## config.mk

```make
export PLATFORM = sky130hd
export DESIGN_NAME = imem_boot_loader
export DESIGN_NICKNAME = d
export VERILOG_FILES = /design/src/rtl/imem_boot_loader.sv
export SDC_FILE = /design/constraint.sdc
export NUM_CORES = 1
export LEC_CHECK = 0
export CAP_MARGIN = 40
export CORE_MARGIN = 4
export CORE_UTILIZATION = 40
export CTS_BUF_LIST = sky130_fd_sc_hd__clkbuf_2
export DETAILED_ROUTE_END_ITERATION = 10
export GPL_TIMING_DRIVEN = 0
export PLACE_DENSITY_LB_ADDON = 0.15
export SYNTH_ARGS = -nofsm -noshare
export SYNTH_HDL_FRONTEND = slang
export SYNTH_SLANG_ARGS = --single-unit
export TNS_END_PERCENT = 50
```

## constraint.sdc

```tcl
create_clock -name clk -period 2.7 [get_ports clk]
set_clock_uncertainty 0.05 [all_clocks]
set_input_delay 0.54 -clock clk [delete_from_list [all_inputs] [get_ports clk]]
set_output_delay 0.54 -clock clk [all_outputs]
set_load 0.02 [all_outputs]
```

## src/rtl/imem_boot_loader.sv

```systemverilog
// Boot loader: packs a LEN-prefixed byte stream into 32-bit words and writes instruction memory.
// Optional trailing checksum byte enabled by defining LOADER_CHECKSUM_EN.
module imem_boot_loader #(
  parameter int unsigned ADDR_WIDTH = 10,
  parameter int unsigned MAX_WORDS  = 1024
) (
  input  logic        clk,
  input  logic        rst,
  input  logic        byte_valid,
  input  logic [7:0]  byte_data,
  output logic        byte_ready,
  output logic        imem_we,
  output logic [31:0] imem_addr,
  output logic [31:0] imem_wdata,
  output logic        core_rst,
  output logic        done,
  output logic        error
);

  localparam int unsigned LEN_W = 16;
  localparam int unsigned IDX_W = 2;
  localparam int unsigned ASM_W = 24;

  typedef enum logic [2:0] {
    S_LEN_LO,
    S_LEN_HI,
    S_DATA,
    S_WRITE,
    S_DONE,
    S_ERR,
    S_CHK
  } state_e;

  state_e             state_q, state_d;
  logic [LEN_W-1:0]   len_q, len_d;
  logic [LEN_W-1:0]   word_idx_q, word_idx_d;
  logic [IDX_W-1:0]   byte_idx_q, byte_idx_d;
  logic [ASM_W-1:0]   asm_q, asm_d;
  logic               byte_ready_q, byte_ready_d;
  logic               imem_we_q, imem_we_d;
  logic [31:0]        imem_addr_q, imem_addr_d;
  logic [31:0]        imem_wdata_q, imem_wdata_d;
  logic               core_rst_q, core_rst_d;
  logic               done_q, done_d;
  logic               error_q, error_d;
`ifdef LOADER_CHECKSUM_EN
  logic [7:0]         sum_q, sum_d;
`endif

  logic xfer;
  assign xfer = byte_valid & byte_ready_q;

  // Next-state and next-output logic; outputs are registered from the next state.
  always_comb begin
    state_d      = state_q;
    len_d        = len_q;
    word_idx_d   = word_idx_q;
    byte_idx_d   = byte_idx_q;
    asm_d        = asm_q;
    imem_addr_d  = imem_addr_q;
    imem_wdata_d = imem_wdata_q;
`ifdef LOADER_CHECKSUM_EN
    sum_d        = sum_q;
`endif

    case (state_q)
      S_LEN_LO: begin
        if (xfer) begin
          len_d[7:0] = byte_data;
          state_d    = S_LEN_HI;
        end
      end
      S_LEN_HI: begin
        if (xfer) begin
          len_d[15:8] = byte_data;
          if (len_d == '0) begin
`ifdef LOADER_CHECKSUM_EN
            state_d = S_CHK;
`else
            state_d = S_DONE;
`endif
          end else if (17'(len_d) > 17'(MAX_WORDS)) begin
            state_d = S_ERR;
          end else begin
            state_d = S_DATA;
          end
        end
      end
      S_DATA: begin
        if (xfer) begin
          // Bytes arrive LSB first; shifting in from the top leaves lane 0 lowest.
          asm_d      = {byte_data, asm_q[ASM_W-1:8]};
          byte_idx_d = byte_idx_q + IDX_W'(1);
`ifdef LOADER_CHECKSUM_EN
          sum_d      = sum_q + byte_data;
`endif
          if (byte_idx_q == IDX_W'(3)) begin
            imem_addr_d  = 32'({word_idx_q[ADDR_WIDTH-1:0], 2'b00});
            imem_wdata_d = {byte_data, asm_q};
            state_d      = S_WRITE;
          end
        end
      end
      S_WRITE: begin
        word_idx_d = word_idx_q + LEN_W'(1);
        if (word_idx_d == len_q) begin
`ifdef LOADER_CHECKSUM_EN
          state_d = S_CHK;
`else
          state_d = S_DONE;
`endif
        end else begin
          state_d = S_DATA;
        end
      end
`ifdef LOADER_CHECKSUM_EN
      S_CHK: begin
        if (xfer) begin
          state_d = (byte_data == sum_q) ? S_DONE : S_ERR;
        end
      end
`endif
      S_DONE:  state_d = S_DONE;
      S_ERR:   state_d = S_ERR;
      default: state_d = S_LEN_LO;
    endcase

    byte_ready_d = (state_d == S_LEN_LO) || (state_d == S_LEN_HI) || (state_d == S_DATA) ||
                   (state_d == S_ERR) || (state_d == S_CHK);
    imem_we_d    = (state_d == S_WRITE);
    done_d       = (state_d == S_DONE);
    core_rst_d   = (state_d == S_DONE);
    error_d      = (state_d == S_ERR);
  end

  always_ff @(posedge clk) begin
    if (!rst) begin
      state_q      <= S_LEN_LO;
      len_q        <= '0;
      word_idx_q   <= '0;
      byte_idx_q   <= '0;
      asm_q        <= '0;
      byte_ready_q <= 1'b0;
      imem_we_q    <= 1'b0;
      imem_addr_q  <= '0;
      imem_wdata_q <= '0;
      core_rst_q   <= 1'b0;
      done_q       <= 1'b0;
      error_q      <= 1'b0;
`ifdef LOADER_CHECKSUM_EN
      sum_q        <= '0;
`endif
    end else begin
      state_q      <= state_d;
      len_q        <= len_d;
      word_idx_q   <= word_idx_d;
      byte_idx_q   <= byte_idx_d;
      asm_q        <= asm_d;
      byte_ready_q <= byte_ready_d;
      imem_we_q    <= imem_we_d;
      imem_addr_q  <= imem_addr_d;
      imem_wdata_q <= imem_wdata_d;
      core_rst_q   <= core_rst_d;
      done_q       <= done_d;
      error_q      <= error_d;
`ifdef LOADER_CHECKSUM_EN
      sum_q        <= sum_d;
`endif
    end
  end

  assign byte_ready = byte_ready_q;
  assign imem_we    = imem_we_q;
  assign imem_addr  = imem_addr_q;
  assign imem_wdata = imem_wdata_q;
  assign core_rst   = core_rst_q;
  assign done       = done_q;
  assign error      = error_q;

endmodule

```

======== Yosys cells after proc, flatten, opt, wreduce, memory -nomap -nowiden ========
Cells that the tools add are included.
operators by class
  shift-type cells ........................ 0
  $add $sub $neg .......................... 2
  div/mod/pow operators ................... 0
  reductions and logical operators ........ 11
  mux-type cells .......................... 8
  $lt $le $gt $ge ......................... 1
  multiply operators ...................... 0
  bitwise operators ....................... 1
  equal/unequal tests ..................... 13
operators by type and width
  operator                                                                           count
  3-bit 2-to-1 mux                                                                   7
  3-bit one-hot mux with 6 select lines                                              1
  16-bit by 1-bit adder with 16-bit output, second input constant                    1
  16-bit == test                                                                     1
  16-bit by 11-bit greater-than comparator with 1-bit output, second input constant  1
  16-bit logical NOT                                                                 1
  3-bit == test, second input constant                                               5
  3-bit by 2-bit == test with 1-bit output, second input constant                    4
  3-bit by 1-bit == test with 1-bit output, second input constant                    2
  3-bit logical NOT                                                                  2
  2-bit AND reduction                                                                3
  1-bit logical OR                                                                   4
  3-bit AND reduction                                                                1
  2-bit by 1-bit adder with 2-bit output, second input constant                      1
  2-bit == test, second input constant                                               1
  1-bit bitwise AND                                                                  1
storage, ports and cells
  latch bits .............................. 0
  flip-flop bits (word level) ............. 107
  RAM bits ................................ 0
  memories kept ........................... 0
  word-level logic and storage cells ...... 48
  bits in read-only memories .............. 0

======== Logic depth before layout (Yosys ltp) ========
  depth in word-level cells ............... 10
  gate-level depth with buffers ........... 8
  depth with buffers taken out ............ 8

======== Worst setup path before layout ========
No wires, ideal clock.
  kind .................................... reg-to-reg
  start ................................... reg word_idx_q[0]
  end ..................................... reg state_q[1]
  cell stages (with the launch flop) ...... 8
  clock period less this slack ............ 2309 ps
  data arrival time ....................... 2141 ps
  data required time ...................... 2531 ps
  library setup time ...................... 119 ps
  path buffers ............................ 0
  setup slack ............................. 391 ps
  cells stage by stage .................... dfxtp_1 > ha_1 > nand3_1 > or3_1 > o21ai_0 > nand4_4 > a2111o_1 > o221a_1
between the ends
  word-level cells in the longest chain between the ends .. 4
ends and longest elaborated chain
  item                                      line  source
  from (decl)                               36    logic [LEN_W-1:0] word_idx_q, word_idx_d;
  from (signal assigned)                    156   word_idx_q <= word_idx_d;
  16-bit by 1-bit adder with 16-bit output  105   word_idx_d = word_idx_q + LEN_W'(1);
  16-bit == test                            106   if (word_idx_d == len_q) begin
  3-bit 2-to-1 mux                          106
  3-bit one-hot mux with 6 select lines     66    case (state_q)
  to (signal assigned)                      154   state_q <= state_d;
  to (decl)                                 34    state_e state_q, state_d;
Every way passes these cells.
A chain may end at the register's enable or synchronous reset.

======== Worst setup path after layout ========
  start ................................... reg word_idx_q[1]
  end ..................................... reg byte_ready_q (netlist: byte_ready)
between the ends
  word-level cells in the longest chain between the ends .. 9
  elaborated cells between the ends (all ways) .. 13
ends and longest elaborated chain
  item                                                                           line  source
  16-bit by 1-bit adder with 16-bit output (*)                                   105
  16-bit == test (*)                                                             106
  3-bit 2-to-1 mux (*)                                                           106
  3-bit one-hot mux with 6 select lines (*)                                      66
  3-bit by 1-bit == test with 1-bit output or 3-bit logical NOT (tied branches)  128   byte_ready_d = (state_d == S_LEN_LO) || (state_d == S_LEN_HI) || (state_d == S_DATA) ||
  1-bit logical OR (3 in a row)                                                  128
  1-bit logical OR (*)                                                           129   (state_d == S_ERR) || (state_d == S_CHK);
  to (signal assigned)                                                           159   byte_ready_q <= byte_ready_d;
  to (decl)                                                                      39    logic byte_ready_q, byte_ready_d;
Mark *: on every way between the ends. The rest lies on a longest branch, timed or not.

==> flow_metrics.tcl <==
set metrics [dict create \
    die_x_um 119 \
    root_buffer "clkbuf_2" \
    critPathMaxFanout 8 \
    antenna_cells 0 \
    synth_warnings 0 \
    total_power_uw 2650 \
    ir_drop_mv 0.260 \
    rsz0062_at_grt "no" \
    antenna_found_initial 0 \
    drt_wl_total_mm 11.7 \
    p_per_area_nw_per_um2 449 \
    grt_usage 0.168 \
    io_buffers 56 \
    synth_top_area_cell "dfxtp_1" \
    cp_data_arrival_time_ns 2.99 \
    dp_hpwl_mm 8.88 \
    synth_top_area_frac 0.435 \
    drc 0 \
    avgSynthCellArea_um2 8.48 \
    dr.pass1.iters 4 \
    final_nets 682 \
    netlist_area_um2 4930 \
    max_slew.worst_pin.slew_ns 0.779 \
    ys_seq_elements 107 \
    grt_pass1_wl_mm 19.4 \
    clk_pin_slew_ns 0.27 \
    async_reset_ff_frac 0 \
    ff2ff_setup_slack_ns 0.16 \
    cts_max_path_buffers 2 \
    drive_above_1_share 0.0861 \
    ys.flop_type "dfxtp_1" \
    vias_per_cell 4.88 \
    dieArea_um2 14200 \
    rows 40 \
    setup_viol 0 \
    multi_input_area_um2 2530 \
    die_y_um 119 \
    hold_viol 0 \
    min_period_over_period 0.941 \
    start_util 0.410 \
    status "finished clean" \
    grt-ovfl-total 0 \
    hold_buffers 0 \
    drt_iter0_drc 147 \
    stdcell_area_um2 5900 \
    seqCellArea_um2 2140 \
    cts_tree "yes" \
    area_growth_pct 19.7 \
    grt_pass1_vias 3871 \
    drv_cap 0 \
    power_leakage_uw 0.00215 \
    antenna_left 0 \
    fin_crit_ns 2.54 \
    grt_start_max_net_pins 18 \
    holdWs_ns 0.254 \
    ys_seq_area_frac 0.435 \
    place_congestion 0.851 \
    fmax_mhz 394 \
    hp-class "input port to flip-flop" \
    path_class "flip-flop to flip-flop" \
    cp-end-kind "flip-flop" \
    tns_ns 0 \
    ctsResizeCount 0 \
    synth_common_cells "154 x nand2_1, 107 x dfxtp_1, 58 x a21boi_1, 28 x clkbuf_1" \
    slew_violations 0 \
    wl_per_cell_um 14.2 \
    placed_area_um2 5750 \
    yosysMostFrequentCell "nand2_1" \
    synth-edff-count 0 \
    worstSkewPairLatency_ns 0.59 \
    syn-instance-count 581 \
    ys_types 46 \
    crit_required_ns 3.15 \
    slew_headroom 0.478 \
    startpoint_type "flip-flop" \
    synth_area_leaders "dfxtp_1 43%, nand2_1 12%, a21boi_1 8.8%" \
    ios 80 \
    num_vias 4004 \
    fillCellCount 1214 \
    core_area_um2 12000 \
    ctsHtreeMaxLevel 3 \
    post_cts_buffers 0 \
    cts.sinks 107 \
    numCtsBuffers 9 \
]
## layer usage
metal,track usage,routed length (µm)
met3,0.0337,502
met2,0.280,5670
met5,0,0
met1,0.218,5360
met4,0.0529,162
## where the power goes
group | switching [µW] | total (µW) | internal [µW]
Sequential | 12.0 | 1610 | 1600
Combinational | 111 | 204 | 93.1
Clock | 526 | 835 | 309
Total | 649 | 2650 | 2000
## cell families (layout without fill, tap and decap cells)
logic type,after synthesis,count (layout),synth area share
DFF,107,107,0.435
xor gates and xnor gates,33,33,0.0587
buffers and inverters,63,135,0.0683
adders and majority gates,2,2,0.00508
AOI/OAI and AO/OA,97,97,0.145
other,1,22,0.000761
muxes,17,17,0.0345
and+or+nand+nor,261,261,0.253
## registers in the layout (all words and copies together), names as in the netlist
register,count
word_idx_q,16
imem_we,1
error,1
byte_idx_q,2
done,1
len_q,16
byte_ready,1
asm_q,24
imem_wdata,32
state_q,3
imem_addr,10
## layout make-up
| type | instances | area share |
|---|---|---|
| clock inverters | 6 | 0.0149 |
| well taps | 147 | 0.0312 |
| multi-input cells | 432 | 0.430 |
| flip-flops and latches | 107 | 0.364 |
| repair buffers | 56 | 0.0951 |
| plain buffers | 60 | 0.0552 |
| inverters | 3 | 0.00191 |
| clock buffers | 10 | 0.00849 |
## metrics by stage
step           worst slack (ns)  utilization  std cells
2_1_floorplan             0.391            -        602
3_3_place_gp            -0.0795        0.479        805
3_5_place_dp             -0.116        0.479        805
4_1_cts                  0.0206        0.490        821
5_1_grt                  0.0210        0.491        821
6_report                  0.160        0.491        821
## placed cells by master, fill, tap and decap left out, types with 20 or more instances in the layout
cell type	instances
a21boi_1	58
dfxtp_1	106
nand2_1	154
clkbuf_1	28
nor2_1	20
buf_4	24
conb_1	22
xnor2_1	24
clkdlybuf4s50_1	56
nor2b_1	21
## critical path, cell delays in order (launching register included)
cell and delay (ns):
dfxtp_1 0.50, ha_1 0.27, nand3_2 0.21, or3_1 0.41, o21ai_0 0.18, nand4_4 0.12
a2111o_1 0.50, o21a_1 0.21
## path summary, 6_finish.rpt
path,start,end,depth (start not counted)
worst max-delay path,word_idx_q[1],byte_ready,7
worst min-delay path,rst,imem_wdata[9],2
worst max register to register,word_idx_q[1],byte_ready,7
worst min register to register,asm_q[9],asm_q[1],2
Power figures use the tool's default switching activity.
